## src/rtl/msp_trace_pkg.sv

```systemverilog
`default_nettype none
// +----------------------------------------------------------------------+
// | msp_trace_pkg : state codes, record field widths, record packing.    |
// | Rev 1.0                                                              |
// +----------------------------------------------------------------------+
package msp_trace_pkg;

  localparam logic [1:0] c_st_idle   = 2'b00;
  localparam logic [1:0] c_st_run    = 2'b01;
  localparam logic [1:0] c_st_post   = 2'b10;
  localparam logic [1:0] c_st_frozen = 2'b11;

  localparam int c_op_w     = 16;
  localparam int c_irqn_w   = 4;
  localparam int c_meta_w   = c_op_w + 1 + c_irqn_w;
  localparam int c_pc_max_w = 32;
  localparam int c_cyc_max_w = 32;
  localparam int c_rec_max_w = c_pc_max_w + c_meta_w + c_cyc_max_w;

  // Packs {pc, op, irq, irq_num, cyc} into the low bits; callers pass
  // zero-extended pc/cyc and truncate the result to their record width.
  function automatic logic [c_rec_max_w-1:0] rec_pack(
    input logic [c_pc_max_w-1:0]  pc,
    input logic [c_op_w-1:0]      op,
    input logic                   irq,
    input logic [c_irqn_w-1:0]    irq_num,
    input logic [c_cyc_max_w-1:0] cyc,
    input int                     cyc_w
  );
    logic [c_rec_max_w-1:0] r;
    r = c_rec_max_w'(cyc);
    r = r | (c_rec_max_w'({op, irq, irq_num}) << cyc_w);
    r = r | (c_rec_max_w'(pc) << (cyc_w + c_meta_w));
    return r;
  endfunction

endpackage
`default_nettype wire

```

## src/rtl/msp_trace_ram.sv

```systemverilog
`default_nettype none
// +----------------------------------------------------------------------+
// | msp_trace_ram : DEPTH x WIDTH register array, sync write, async read.|
// | Rev 1.0                                                              |
// +----------------------------------------------------------------------+
module msp_trace_ram #(
  parameter int DEPTH = 16,
  parameter int WIDTH = 8,
  parameter int AW    = $clog2(DEPTH)
) (
  input  logic             mclk,
  input  logic             we,
  input  logic [AW-1:0]    waddr,
  input  logic [WIDTH-1:0] wdata,
  input  logic [AW-1:0]    raddr,
  output logic [WIDTH-1:0] rdata
);

  logic [WIDTH-1:0] r_mem [DEPTH];

  always_ff @(posedge mclk) begin
    if (we) r_mem[waddr] <= wdata;
  end

  assign rdata = r_mem[raddr];

endmodule
`default_nettype wire

```

## src/rtl/msp_trace.sv

```systemverilog
`default_nettype none
// +----------------------------------------------------------------------+
// | msp_trace : instruction-trace recorder, circular buffer, PC trigger. |
// | Optional IRQ trigger: define MSP_TRACE_IRQ_TRIG_EN.     Rev 1.0      |
// +----------------------------------------------------------------------+
module msp_trace
  import msp_trace_pkg::*;
#(
  parameter int DEPTH     = 16,
  parameter int PC_W      = 16,
  parameter int CYC_W     = 8,
  parameter int CNT_W     = 32,
  parameter int POST_TRIG = 4
) (
  input  logic                    mclk,
  input  logic                    puc_rst_n,
  input  logic                    decode,
  input  logic [15:0]             ir,
  input  logic [PC_W-1:0]         pc,
  input  logic                    irq_detect,
  input  logic [3:0]              irq_num,
  input  logic                    arm,
  input  logic                    clr,
  input  logic                    trig_en,
  input  logic [PC_W-1:0]         trig_pc,
`ifdef MSP_TRACE_IRQ_TRIG_EN
  input  logic [3:0]              trig_irq,
`endif
  input  logic                    rd_ready,
  output logic                    rd_valid,
  output logic [PC_W-1:0]         rd_pc,
  output logic [15:0]             rd_op,
  output logic                    rd_irq,
  output logic [3:0]              rd_irq_num,
  output logic [CYC_W-1:0]        rd_cyc,
  output logic                    rd_last,
  output logic [1:0]              trc_state,
  output logic [$clog2(DEPTH):0]  fill,
  output logic [CNT_W-1:0]        inst_number
);

  localparam int AW    = $clog2(DEPTH);
  localparam int FW    = AW + 1;
  localparam int REC_W = PC_W + c_meta_w + CYC_W;
  localparam logic [FW-1:0] c_depth     = FW'(DEPTH);
  localparam logic [AW-1:0] c_post_last = AW'(POST_TRIG - 1);

  logic [1:0]       r_state;
  logic [PC_W-1:0]  r_pend_pc;
  logic [15:0]      r_pend_op;
  logic             r_pend_irq;
  logic [3:0]       r_pend_irqn;
  logic             r_pend_v;
  logic [CYC_W-1:0] r_cyc;
  logic [AW-1:0]    r_wr_ptr;
  logic [FW-1:0]    r_fill;
  logic [AW-1:0]    r_post_cnt;
  logic [FW-1:0]    r_rd_cnt;
  logic [CNT_W-1:0] r_inst;

  logic             w_commit, w_we, w_trig, w_accept, w_rd_valid, w_rd_last;
  logic [AW-1:0]    w_rd_base, w_rd_ptr;
  logic [REC_W-1:0] w_wdata, w_rdata;

  assign w_commit = decode & r_pend_v;
  assign w_we     = w_commit & ~clr & ((r_state == c_st_run) | (r_state == c_st_post));

`ifdef MSP_TRACE_IRQ_TRIG_EN
  assign w_trig = trig_en & ((r_pend_pc == trig_pc) |
                             (r_pend_irq & (r_pend_irqn == trig_irq)));
`else
  assign w_trig = trig_en & (r_pend_pc == trig_pc);
`endif

  assign w_wdata = REC_W'(rec_pack(c_pc_max_w'(r_pend_pc), r_pend_op, r_pend_irq,
                                   r_pend_irqn, c_cyc_max_w'(r_cyc), CYC_W));

  // Once the buffer has wrapped, the oldest entry sits at the write pointer.
  assign w_rd_base  = (r_fill == c_depth) ? r_wr_ptr : '0;
  assign w_rd_ptr   = w_rd_base + r_rd_cnt[AW-1:0];
  assign w_rd_valid = (r_state == c_st_frozen) && (r_rd_cnt < r_fill);
  assign w_rd_last  = w_rd_valid && (r_rd_cnt == r_fill - FW'(1));
  assign w_accept   = w_rd_valid & rd_ready;

  msp_trace_ram #(.DEPTH(DEPTH), .WIDTH(REC_W), .AW(AW)) u_ram (
    .mclk  (mclk),
    .we    (w_we),
    .waddr (r_wr_ptr),
    .wdata (w_wdata),
    .raddr (w_rd_ptr),
    .rdata (w_rdata)
  );

  always_ff @(posedge mclk or negedge puc_rst_n) begin
    if (!puc_rst_n) begin
      r_pend_pc   <= '0;
      r_pend_op   <= '0;
      r_pend_irq  <= 1'b0;
      r_pend_irqn <= '0;
      r_pend_v    <= 1'b0;
      r_cyc       <= '0;
      r_inst      <= '0;
    end else begin
      if (decode) begin
        r_pend_pc   <= pc;
        r_pend_op   <= ir;
        r_pend_irq  <= irq_detect;
        r_pend_irqn <= irq_num;
        r_cyc       <= CYC_W'(1);
        r_inst      <= r_inst + 1'b1;
      end else if (r_cyc != '1) begin
        r_cyc <= r_cyc + 1'b1;
      end
      if (clr || (arm && r_state == c_st_idle)) r_pend_v <= 1'b0;
      else if (decode)                          r_pend_v <= 1'b1;
    end
  end

  always_ff @(posedge mclk or negedge puc_rst_n) begin
    if (!puc_rst_n) begin
      r_state    <= c_st_idle;
      r_wr_ptr   <= '0;
      r_fill     <= '0;
      r_post_cnt <= '0;
      r_rd_cnt   <= '0;
    end else if (clr) begin
      r_state    <= c_st_idle;
      r_fill     <= '0;
      r_post_cnt <= '0;
      r_rd_cnt   <= '0;
    end else begin
      case (r_state)
        c_st_idle: begin
          if (arm) begin
            r_state    <= c_st_run;
            r_wr_ptr   <= '0;
            r_fill     <= '0;
            r_post_cnt <= '0;
            r_rd_cnt   <= '0;
          end
        end
        c_st_run, c_st_post: begin
          if (w_we) begin
            r_wr_ptr <= r_wr_ptr + 1'b1;
            if (r_fill != c_depth) r_fill <= r_fill + 1'b1;
            if (r_state == c_st_run) begin
              if (w_trig) r_state <= (POST_TRIG == 0) ? c_st_frozen : c_st_post;
            end else begin
              r_post_cnt <= r_post_cnt + 1'b1;
              if (r_post_cnt == c_post_last) r_state <= c_st_frozen;
            end
          end
        end
        default: begin
          if (w_accept) begin
            r_rd_cnt <= r_rd_cnt + 1'b1;
            if (w_rd_last) begin
              r_state  <= c_st_idle;
              r_fill   <= '0;
              r_rd_cnt <= '0;
            end
          end
        end
      endcase
    end
  end

  assign rd_valid    = w_rd_valid;
  assign rd_last     = w_rd_last;
  assign rd_pc       = w_rd_valid ? w_rdata[REC_W-1 -: PC_W]            : '0;
  assign rd_op       = w_rd_valid ? w_rdata[CYC_W + 5 +: 16]            : '0;
  assign rd_irq      = w_rd_valid ? w_rdata[CYC_W + 4]                  : 1'b0;
  assign rd_irq_num  = w_rd_valid ? w_rdata[CYC_W +: 4]                 : '0;
  assign rd_cyc      = w_rd_valid ? w_rdata[CYC_W-1:0]                  : '0;
  assign trc_state   = r_state;
  assign fill        = r_fill;
  assign inst_number = r_inst;

endmodule
`default_nettype wire
```

## config.mk

```make
export PLATFORM = sky130hd
export DESIGN_NAME = msp_trace
export DESIGN_NICKNAME = d
export VERILOG_FILES = /design/src/rtl/msp_trace_pkg.sv /design/src/rtl/msp_trace_ram.sv /design/src/rtl/msp_trace.sv
export SDC_FILE = /design/constraint.sdc
export NUM_CORES = 1
export LEC_CHECK = 0
export ABC_AREA = 1
export BUFFER_PORTS_ARGS = -buffer_cell sky130_fd_sc_hd__buf_2
export CAP_MARGIN = 30
export CELL_PAD_IN_SITES_DETAIL_PLACEMENT = 2
export CELL_PAD_IN_SITES_GLOBAL_PLACEMENT = 2
export CORE_ASPECT_RATIO = 1.4
export CORE_MARGIN = 5
export CORE_UTILIZATION = 35
export DETAILED_ROUTE_END_ITERATION = 10
export GPL_ROUTABILITY_DRIVEN = 0
export PLACE_DENSITY = 0.79
export SYNTH_ARGS = -nofsm -noshare
export SYNTH_HDL_FRONTEND = slang
export SYNTH_SLANG_ARGS = --single-unit
```

## constraint.sdc

```tcl
create_clock -name mclk -period 5.7 [get_ports mclk]
set_input_delay 0.855 -clock mclk [delete_from_list [all_inputs] [get_ports mclk]]
set_output_delay 0.855 -clock mclk [all_outputs]
set_load 0.05 [all_outputs]
```

After elaboration in Yosys (flattened, before gate mapping) --
Memories as Yosys holds them, arrays and structs flattened. Cells that the tools add are included.
Storage, ports and cells: bits in registers 98, bits in latches 0, memory bits (writable) 720, bits in read-only memories 0, input bits 60, output and inout bits 86, memories 1
Memory list:
- u_ram.r_mem | depth 16, width 45, rd ports 1, clocked after Yosys merged registers in 0, wr ports 1, line msp_trace_ram.sv:19 | logic [WIDTH-1:0] r_mem [DEPTH];
Cells by class: add/sub/neg operators 8, multiply operators 0, div/mod/pow operators 0, $lt $le $gt $ge 1, equality and inequality tests 18, shift-type cells 0, multiplexer cells 39, bitwise logic cells 9, reductions and logical operators 18
Operators with widths (number):
- 2-to-1 mux 5 bit | 9
- bitwise OR 29 x 45 -> 45 bit | 1
- adder 32 x 1 -> 32 bit, second input constant | 1
- 2-to-1 mux 16 bit | 2
- bitwise OR 8 x 29 -> 29 bit | 1
- 2-to-1 mux 4 bit | 7
- 2-to-1 mux 8 bit | 3
- case mux 5 bit (2 select lines) | 2
- equality test 16 bit | 1
- 2-to-1 mux 2 bit | 8
- case mux 4 bit (2 select lines) | 2
- adder 5 x 1 -> 5 bit, second input constant | 2
- inequality test 3 bit, second input constant | 3
- adder 4 x 1 -> 4 bit, second input constant | 2
- adder 8 x 1 -> 8 bit, second input constant | 1
- inequality test 4 bit, second input constant | 2
- inequality test 8 bit, second input constant | 1
- AND reduction 4 bit | 2
- nonzero test 4 bit | 2
- AND reduction 6 bit | 1
- nonzero test 2 bit | 3
- nonzero test 3 bit | 2
- AND 1 bit | 5
- equality test 5 bit | 1
- 21 further kinds | 29

Logic depth before layout (Yosys ltp) --
Gate-level depths: netlist of the first run.
depth in word-level cells 7, gate-level depth with buffers 15, mapped depth without buffers 13

Modules after synthesis --
Synthesis of the first run repeated with hierarchy kept, for this count alone.
Second synthesis, totals: cell total of the unflattened synthesis 3698, area total of the unflattened synthesis 36692.7 um2
By module, submodules not included:
- msp_trace_ram | times used 1, cells each 2922, area each 30910.9 um2, seq. area each 21620.7 um2
- msp_trace | times used 1, cells each 776, area each 5781.8 um2, seq. area each 2452.4 um2

Worst setup path before layout of the first run --
No wires, ideal clock.
path kind reg2out, start point register r_fill[0], in the netlist fill[0], end point output rd_cyc[0], arrival 3972 ps, data required time 4845 ps, path slack 873 ps, cell stages (with the launch flop) 16, cells stage by stage dfrtp_1 inv_1 ha_1 nand3_2 nor2_1 ha_1 fa_1 clkbuf_1 clkbuf_1 buf_1 a21oi_1 a32oi_1 mux2i_1 nand2_1 nand2_1 a21oi_1
On the way: cells in the longest elaborated chain, start to end 5, elaborated cells on any way between the ends 7, those cells by class 1 x add/sub; 1 x order compare; 1 x eq/ne; 2 x mux; 1 x reduce/logical; 1 x memory
Ends and longest elaborated chain:
- start, declared | line msp_trace.sv:56 | logic [FW-1:0] r_fill;
- start signal, assigned | line msp_trace.sv:145 | if (r_fill != c_depth) r_fill <= r_fill + 1'b1;
- equality test 5 bit | line msp_trace.sv:79 | assign w_rd_base = (r_fill == c_depth) ? r_wr_ptr : '0;
- 2-to-1 mux 4 bit | line msp_trace.sv:79
- adder 4 bit | line msp_trace.sv:80 | assign w_rd_ptr = w_rd_base + r_rd_cnt[AW-1:0];
- memory read (16 x 45 bit)
- 2-to-1 mux 8 bit (*) | line msp_trace.sv:174 | assign rd_cyc = w_rd_valid ? w_rdata[CYC_W-1:0] : '0;
- end, declared | line msp_trace.sv:35 | output logic [CYC_W-1:0] rd_cyc,
Every way passes the cells marked *; elsewhere a longest branch is shown, timed or not.

Final worst setup path of the first run --
start point register r_fill[1], in the netlist fill[1], end point output rd_pc[2]
On the way: cells in the longest elaborated chain, start to end 5, elaborated cells on any way between the ends 7, those cells by class 1 x add/sub; 1 x order compare; 1 x eq/ne; 2 x mux; 1 x reduce/logical; 1 x memory
Ends and longest elaborated chain:
- equality test 5 bit | line msp_trace.sv:79
- 2-to-1 mux 4 bit | line msp_trace.sv:79
- adder 4 bit | line msp_trace.sv:80
- memory read (16 x 45 bit)
- 2-to-1 mux 16 bit (*) | line msp_trace.sv:170 | assign rd_pc = w_rd_valid ? w_rdata[REC_W-1 -: PC_W] : '0;
- end, declared | line msp_trace.sv:31 | output logic [PC_W-1:0] rd_pc,
Marked as above.

==> summary.md, run 1 <==
| Metric | Value |
|---|---|
| Period utilization | 0.973 |
| Syn nets | 2841 |
| CP bufs+invs | 4 |
| Fillers | 9568 |
| Initial antenna violation count | 4 |
| Global-route wire length before repair | 175 mm |
| Vias | 23500 |
| DRC violations left | 0 |
| Crit path max-delay family | adder cells |
| Worst setup EP type | primary output |
| Slew at the pin with the worst max-slew slack | 1.01 ns |
| WP data required | 4.85 ns |
| Overall Power | 15600 uW |
| Worst-path clk slew | 0.06 ns |
| Worst R2R Path Depth | 9 |
| CP Launch Point | fill[1] |
| Worst Path Arrival | 4.69 ns |
| Worst Skew | 0.0272 ns |
| Yosys Warn Count | 0 |
| Library cells used by synthesis | 40 |
| Startpoint types | flop |
| CTS buffer count | 82 |
| Setup violators final | 0 |
| Gr usage total | 0.226 |
| Status | finished, final reports clean |
| Clock root buffer | clkbuf_16 |
| Synthesized area | 33700 um2 |
| First-pass DRT Iterations | 5 |
| Slew Viols, Final | 0 |
| Grt total ovfl | 0 |
| Die Wd | 272 um |
| CP endpoint | rd_pc[2] |
| Max frequency | 0.180 GHz |
| Depth of the CTS H-tree | 3 |
| Multi-input gate area in the final layout | 8790 um2 |
| Share of layout cells above drive strength 1 | 0.125 |
| Initial drt markers | 1756 |
| Syn_area_per_cell | 12.2 um2 |
| Hold buffers post-CTS | 0 |
| Vias per cell | 5.61 |
| Final Hold Fails | 0 |
| Max stage delay on crit path | 0.89 ns |
| Storage cell area | 24100 um2 |
| Port-buffer cells | 145 |
| Worst-path fanout max | 17 |
| Peak VDD IR | 0.218 mV |
| Routed wire length | 119 mm |
| Pin count of the biggest net entering global routing | 152 |
| Fin nets | 2976 |
| Seq/Total Area, Yosys | 0.715 |
| Final Util | 0.409 |
| Clock sink total | 818 |
| Clock buffer depth | 3 |
| CORE AREA | 95400 um2 |
| R2R Path Start | trc_state[0] |
| Max stage delay cell, worst path | fa_4 |
| LEAKAGE | 0.0143 uW |
| Worst path cell trace | inv_1 > ha_1 > nand3_2 > nor2_1 > ha_4 > fa_4 > buf_4 > buf_4 > a21oi_1 > a32o_1 > nand2_1 > o21ai_0 > a21oi_1 > buf_2 |
| HPWL Detailed | 67.5 mm |
| Hold Path Class | in -> async |
| Routed Antenna Nets | 0 |
| Tmin final | 5.54 ns |
| Insertion delay to the later sink of the worst-skew pair | 0.68 ns |
| Max_cap viols | 0 |
| Layout overhead on the synthesized area | 15.9% |
| Slew HR | 0.326 |
| Cell Rows | 134 |
| Total die area | 103000 um2 |
| FF-to-FF End | u_ram.r_mem[3][5] |
| Setup slack, reg-to-reg | 1.82 ns |
| Worst path depth | 14 |
| Flops & latches, synth | 818 |
| Vias in the first global route | 26800 |
| CTS tree | built |
| Critical path type | reg -> out |
| Avg WL per Cell | 28.4 um |
| Die height | 377 um |
| Cells after synthesis | 2757 |
| Initial Util | 0.353 |
| PwrDens | 399 nW/um2 |
| Io pins | 146 |
## registers in the layout, summed over array words and instances, names as in the netlist
name	flops
fill	5
r_cyc	8
r_wr_ptr	4
r_pend_irq	1
r_pend_pc	16
trc_state	2
r_pend_v	1
r_pend_irqn	4
r_post_cnt	4
r_rd_cnt	5
inst_number	32
r_pend_op	16
u_ram.r_mem	720
## worst min-delay path by stage
stage	start	to	slack [ns]	cells past startpoint
after detailed placement	inst_number[31]	inst_number[31]	0.51	2
final	puc_rst_n	inst_number[11]	0.25	1
after CTS	puc_rst_n	inst_number[11]	0.23	1
after global placement	inst_number[31]	inst_number[31]	0.49	2
after floorplan	r_post_cnt[0]	r_post_cnt[0]	0.48	1
after global routing	puc_rst_n	inst_number[11]	0.26	1
## layout by cell type, fill, tap and decap left out, drive strengths merged, types with 2 or more instances in the layout
cell type,netlist,layout
nand2,911,911
edfxtp,720,720
a21oi,234,234
buf,25,205
a32oi,135,135
clkbuf,133,121
dfrtp,98,98
inv,92,94
nor2,76,76
o21ai,74,74
mux2i,46,46
a32o,45,45
nand3,45,45
ha,23,23
clkinv,1,22
xor2,21,21
nand4,19,19
xnor2,19,19
nor3,18,18
bufinv,0,8
nor4,6,6
clkinvlp,0,6
a31oi,3,3
o211ai,2,2
o22ai,2,2
and3,2,2
## per-stage QoR
stage | cell area (um2) | instances | setup slack, ns | hold slack (ns) | setup TNS (ns)
5_1_grt | 39000 | 4186 | -0.000449 | 0.264 | -0.000449
6_report | 39000 | 4187 | 0.156 | 0.250 | 0
3_5_place_dp | 36100 | 4026 | 0.518 | 0.508 | 0
4_1_cts | 38900 | 4184 | 0.0411 | 0.227 | 0
3_3_place_gp | 36000 | 4023 | 0.738 | 0.487 | 0
2_1_floorplan | 33700 | 2757 | 0.873 | 0.479 | 0
## cell type report
type / count / share of cell area
clock inverters: 37 / 0.0113
multi-input cells: 1688 / 0.225
well taps: 1224 / 0.0392
diodes: 1 / 0.0000641
clock buffers: 117 / 0.0604
inverters: 93 / 0.00926
flip-flops and latches: 818 / 0.617
repair buffers: 209 / 0.0380
## worst reg2reg max path, stage by stage (launching register included)
cell	delay (ns)
dfrtp_1	0.46
inv_1	0.11
ha_1	0.41
inv_1	0.20
nor2_2	0.35
nand3_1	0.22
inv_1	0.24
nand2_1	0.30
nor2_4	0.33
buf_4	0.83
## power breakdown
part | internal [uW] | switching (uW)
sequential | 6670 | 243
clock | 3270 | 2460
combinational | 863 | 2060
total | 10800 | 4760
## cells in the mapped netlist
cell type / n / area, um2
nand2_1: 911 / 3420
edfxtp_1: 720 / 21600
a21oi_1: 234 / 1170
a32oi_1: 135 / 1180
clkbuf_1: 133 / 499
dfrtp_1: 98 / 2450
inv_1: 89 / 334
o21ai_0: 74 / 370
nor2_1: 73 / 274
mux2i_1: 46 / 460
a32o_1: 45 / 450
nand3_1: 44 / 220
ha_1: 23 / 288
nand4_1: 19 / 119
xor2_1: 19 / 166
nor3_1: 18 / 90.1
xnor2_1: 18 / 158
buf_2: 11 / 55.1
buf_1: 10 / 37.5
nor4_1: 6 / 37.5
buf_6: 4 / 45.0
a31oi_1: 3 / 18.8
inv_2: 3 / 11.3
and3_1: 2 / 12.5
nor2_2: 2 / 12.5
o211ai_1: 2 / 15.0
o22ai_1: 2 / 12.5
a211oi_1: 1 / 7.51
a21boi_0: 1 / 7.51
a31o_2: 1 / 8.76
clkinv_1: 1 / 3.75
fa_1: 1 / 20.0
nand3_2: 1 / 10.0
nand3b_1: 1 / 7.51
nor2_4: 1 / 11.3
nor3b_1: 1 / 7.51
o21a_1: 1 / 7.51
xnor2_2: 1 / 16.3
xor2_2: 1 / 16.3
xor2_4: 1 / 27.5
## timing repair
action	4_1_cts	5_1_grt
endpoints found under the setup margin	18	19
gates resized for setup	1	16
setup buffers	4	0
pin swaps	1	0
## cells by family after synthesis
family,Yosys count,synth area share
adders and majority gates,24,0.00914
muxes,46,0.0137
AOI/OAI and AO/OA,499,0.0965
and+or+nand+nor,1079,0.125
xor gates and xnor gates,40,0.0114
DFF,818,0.715
buffers and inverters,251,0.0293
## metal layers
| metal | up-vias | track usage | share of wire |
|---|---|---|---|
| met4 | 2 | 0.0742 | 0.030 |
| met5 | - | 0 | 0.000059 |
| met3 | 208 | 0.0340 | 0.044 |
| met2 | 682 | 0.420 | 0.54 |
| li1 | 10200 | - | - |
| met1 | 12400 | 0.266 | 0.39 |
Power figures use the tool's default switching activity.
==> inputs of run 2 (changes only) <==
Settings changed: CAP_MARGIN 30 to unset, CORE_MARGIN 5 to 10, CORE_UTILIZATION 35 to 25, PLACE_DENSITY 0.79 to 0.63.
==> run 2 against run 1 <==
Power fell by 0.40%; die area rose by 46%; design area rose by 2.2%; count of clock-buffer cells in the layout fell by 4.
==> summary.md, run 2 (synthesis gave the netlist of run 1 again) <==
| Metric | Value |
|---|---|
| CTS tree | built |
| First-pass DRT Iterations | 5 (unchanged) |
| Global-route wire length before repair | 162 mm (-7.3%) |
| Startpoint types | flop |
| Max reg flops | 720 (unchanged) |
| Vias in the first global route | 25100 (-6.2%) |
| Worst path depth | 14 (unchanged) |
| DP Cell Count | 4563 (+13%) |
| Fin Hold WS | 0.203 ns (-0.0466 ns) |
| Setup slack, reg-to-reg | 1.84 ns (+0.02 ns) |
| Hold buffers post-CTS | 0 (unchanged) |
| Worst-path clk slew | 0.06 ns (about the same) |
| Port-buffer cells | 145 (unchanged) |
| Grt total ovfl | 0 (unchanged) |
| CP endpoint | rd_pc[5] |
| Clock buffer depth | 3 (unchanged) |
| WP data required | 4.85 ns (about the same) |
| Worst R2R Path Depth | 9 (unchanged) |
| Initial drt markers | 1198 (-32%) |
| LEAKAGE | 0.0144 uW (+0.24%) |
| CP Launch Point | fill[0] |
| Most used cell, CP | nand2_1 |
| Routed wire length | 112 mm (-5.8%) |
| Pin count of the biggest net entering global routing | 119 (-22%) |
| Initial antenna violation count | 10 (+6) |
| Setup ws final | 0.286 ns (+0.131 ns) |
| Routed Antenna Nets | 0 (unchanged) |
| Clock root buffer | clkbuf_16 |
| Layout overhead on the synthesized area | 18.4% |
| Insertion delay to the later sink of the worst-skew pair | 0.70 ns (+0.02 ns) |
| Setup violators final | 0 (unchanged) |
| Pre-CTS WS | 0.660 ns (+0.142 ns) |
| Worst-path fanout max | 53 (+36) |
| Io pins | 146 (unchanged) |
| Crit path max-delay family | adder cells |
| Tmin final | 5.41 ns (-0.131 ns) |
| Cell Rows | 159 (+19%) |
| Max frequency | 0.185 GHz (+2.4%) |
| Status | finished, final reports clean |
| Max_cap viols | 0 (unchanged) |
| Hold Path Class | in -> async |
| CTS buffer count | 89 (+8.5%) |
| Total die area | 150000 um2 (+46%) |
| Die Wd | 330 um (+21%) |
| Slew at the pin with the worst max-slew slack | 1.07 ns (+0.0546 ns) |
| Period utilization | 0.950 (-0.0229) |
| Gr usage total | 0.144 (-0.0814) |
| Depth of the CTS H-tree | 3 (unchanged) |
| Worst Skew | 0.0435 ns (+0.0163 ns) |
| Clock sink total | 818 (unchanged) |
| Die height | 454 um (+20%) |
| Initial Util | 0.251 (-0.102) |
| FF-to-FF End | u_ram.r_mem[15][39] |
| Critical path type | reg -> out |
| DRC violations left | 0 (unchanged) |
| Peak VDD IR | 0.227 mV (+3.9%) |
| Post-route insts no fill | 4735 (+13%) |
| Vias per cell | 4.77 (-15%) |
| Slew HR | 0.288 (-0.0381) |
| Final Hold Fails | 0 (unchanged) |
| Share of layout cells above drive strength 1 | 0.125 (unchanged) |
| Worst path cell trace | inv_1 > ha_1 > nand3_2 > nor2_1 > ha_4 > fa_4 > buf_12 > clkbuf_16 > a32oi_1 > mux2i_1 > nand2_1 > nand2_1 > a21oi_1 > buf_2 |
| Worst Path Arrival | 4.56 ns (-0.13 ns) |
| CORE AREA | 134000 um2 (+41%) |
| PwrDens | 389 nW/um2 (-2.5%) |
| Slew Viols, Final | 0 (unchanged) |
| Top reg by flops | u_ram.r_mem |
| Sum of negative setup slack | 0 ns (unchanged) |
| Highest-count cells in the layout ignoring fill and taps | 911 x nand2_1, 720 x edfxtp_1, 227 x a21oi_1, 139 x buf_2, 135 x a32oi_1 |
| Max stage delay on crit path | 0.74 ns (-0.15 ns) |
| Avg WL per Cell | 23.6 um (-17%) |
| Vias | 22600 (-3.9%) |
| Max stage delay cell, worst path | fa_4 |
| R2R Path Start | trc_state[0] |
| Commonest non-fill, non-tap cell in the layout | nand2_1 |
| HPWL Detailed | 62.5 mm (-7.4%) |
| CP bufs+invs | 4 (unchanged) |
| Fin nets | 2974 (-0.067%) |
| Worst setup EP type | primary output |
## run 2: cell count changes in the layout (fill, tap and decap cells not counted), moves of 3 or more
cell        previous run  this run
buf_4                 43        28
clkinv_2              10        19
clkbuf_16             85        93
buf_12                13        19
clkbuf_8              11         5
clkinv_1               8        14
a21oi_1              232       227
a21oi_2                2         6
bufinv_16              8         5
clkinv_16              0         3
clkinvlp_4             6         3
## run 2: cell type report
cell class / instances / area [um2]
timing repair buffer: 200 / 1550
sequential: 818 / 24100
inverter: 93 / 363
multi-input combinational: 1688 / 8820
antenna: 2 / 5.00
clock buffer: 113 / 2370
fill: 14300 / 94200
tap: 1771 / 2220
clock inverter: 50 / 502
## run 2: metrics by stage
step / utilization / power (uW) / cell area (um2)
final: 0.298 / 15500 / 39900
after global routing: 0.297 / 16300 / 39900
after CTS: 0.296 / 15600 / 39700
after detailed placement: 0.274 / 9820 / 36800
after global placement: 0.274 / 9730 / 36800
after floorplan: - / 8840 / 33700
## run 2: metal layers
metal	part of all wire	track usage	up-vias
met5	0.00083	0	-
met4	0.021	0.0410	12
met3	0.044	0.0274	144
met2	0.51	0.254	393
met1	0.43	0.177	11900
li1	-	-	10200
## run 2: worst min path at each step
stage	startpoint	end	slack [ns]
after floorplan	r_post_cnt[0]	r_post_cnt[0]	0.48
after global placement	inst_number[31]	inst_number[31]	0.49
after detailed placement	inst_number[31]	inst_number[31]	0.49
after CTS	puc_rst_n	inst_number[26]	0.18
after global routing	puc_rst_n	inst_number[12]	0.23
final	puc_rst_n	inst_number[12]	0.20
## run 2: what timing repair did
action                     in CTS  in global routing
setup endpoints to repair       1                 32
resized for setup               1                 17
pin swaps                       0                  1
buffers inserted                0                  3
cloned                          0                  4
## run 2: report_power, final
group | internal [uW] | switching, uW | leakage [uW]
sequential | 6680 | 234 | 0.00774
clock | 3200 | 2530 | 0.00140
combinational | 902 | 1960 | 0.00524
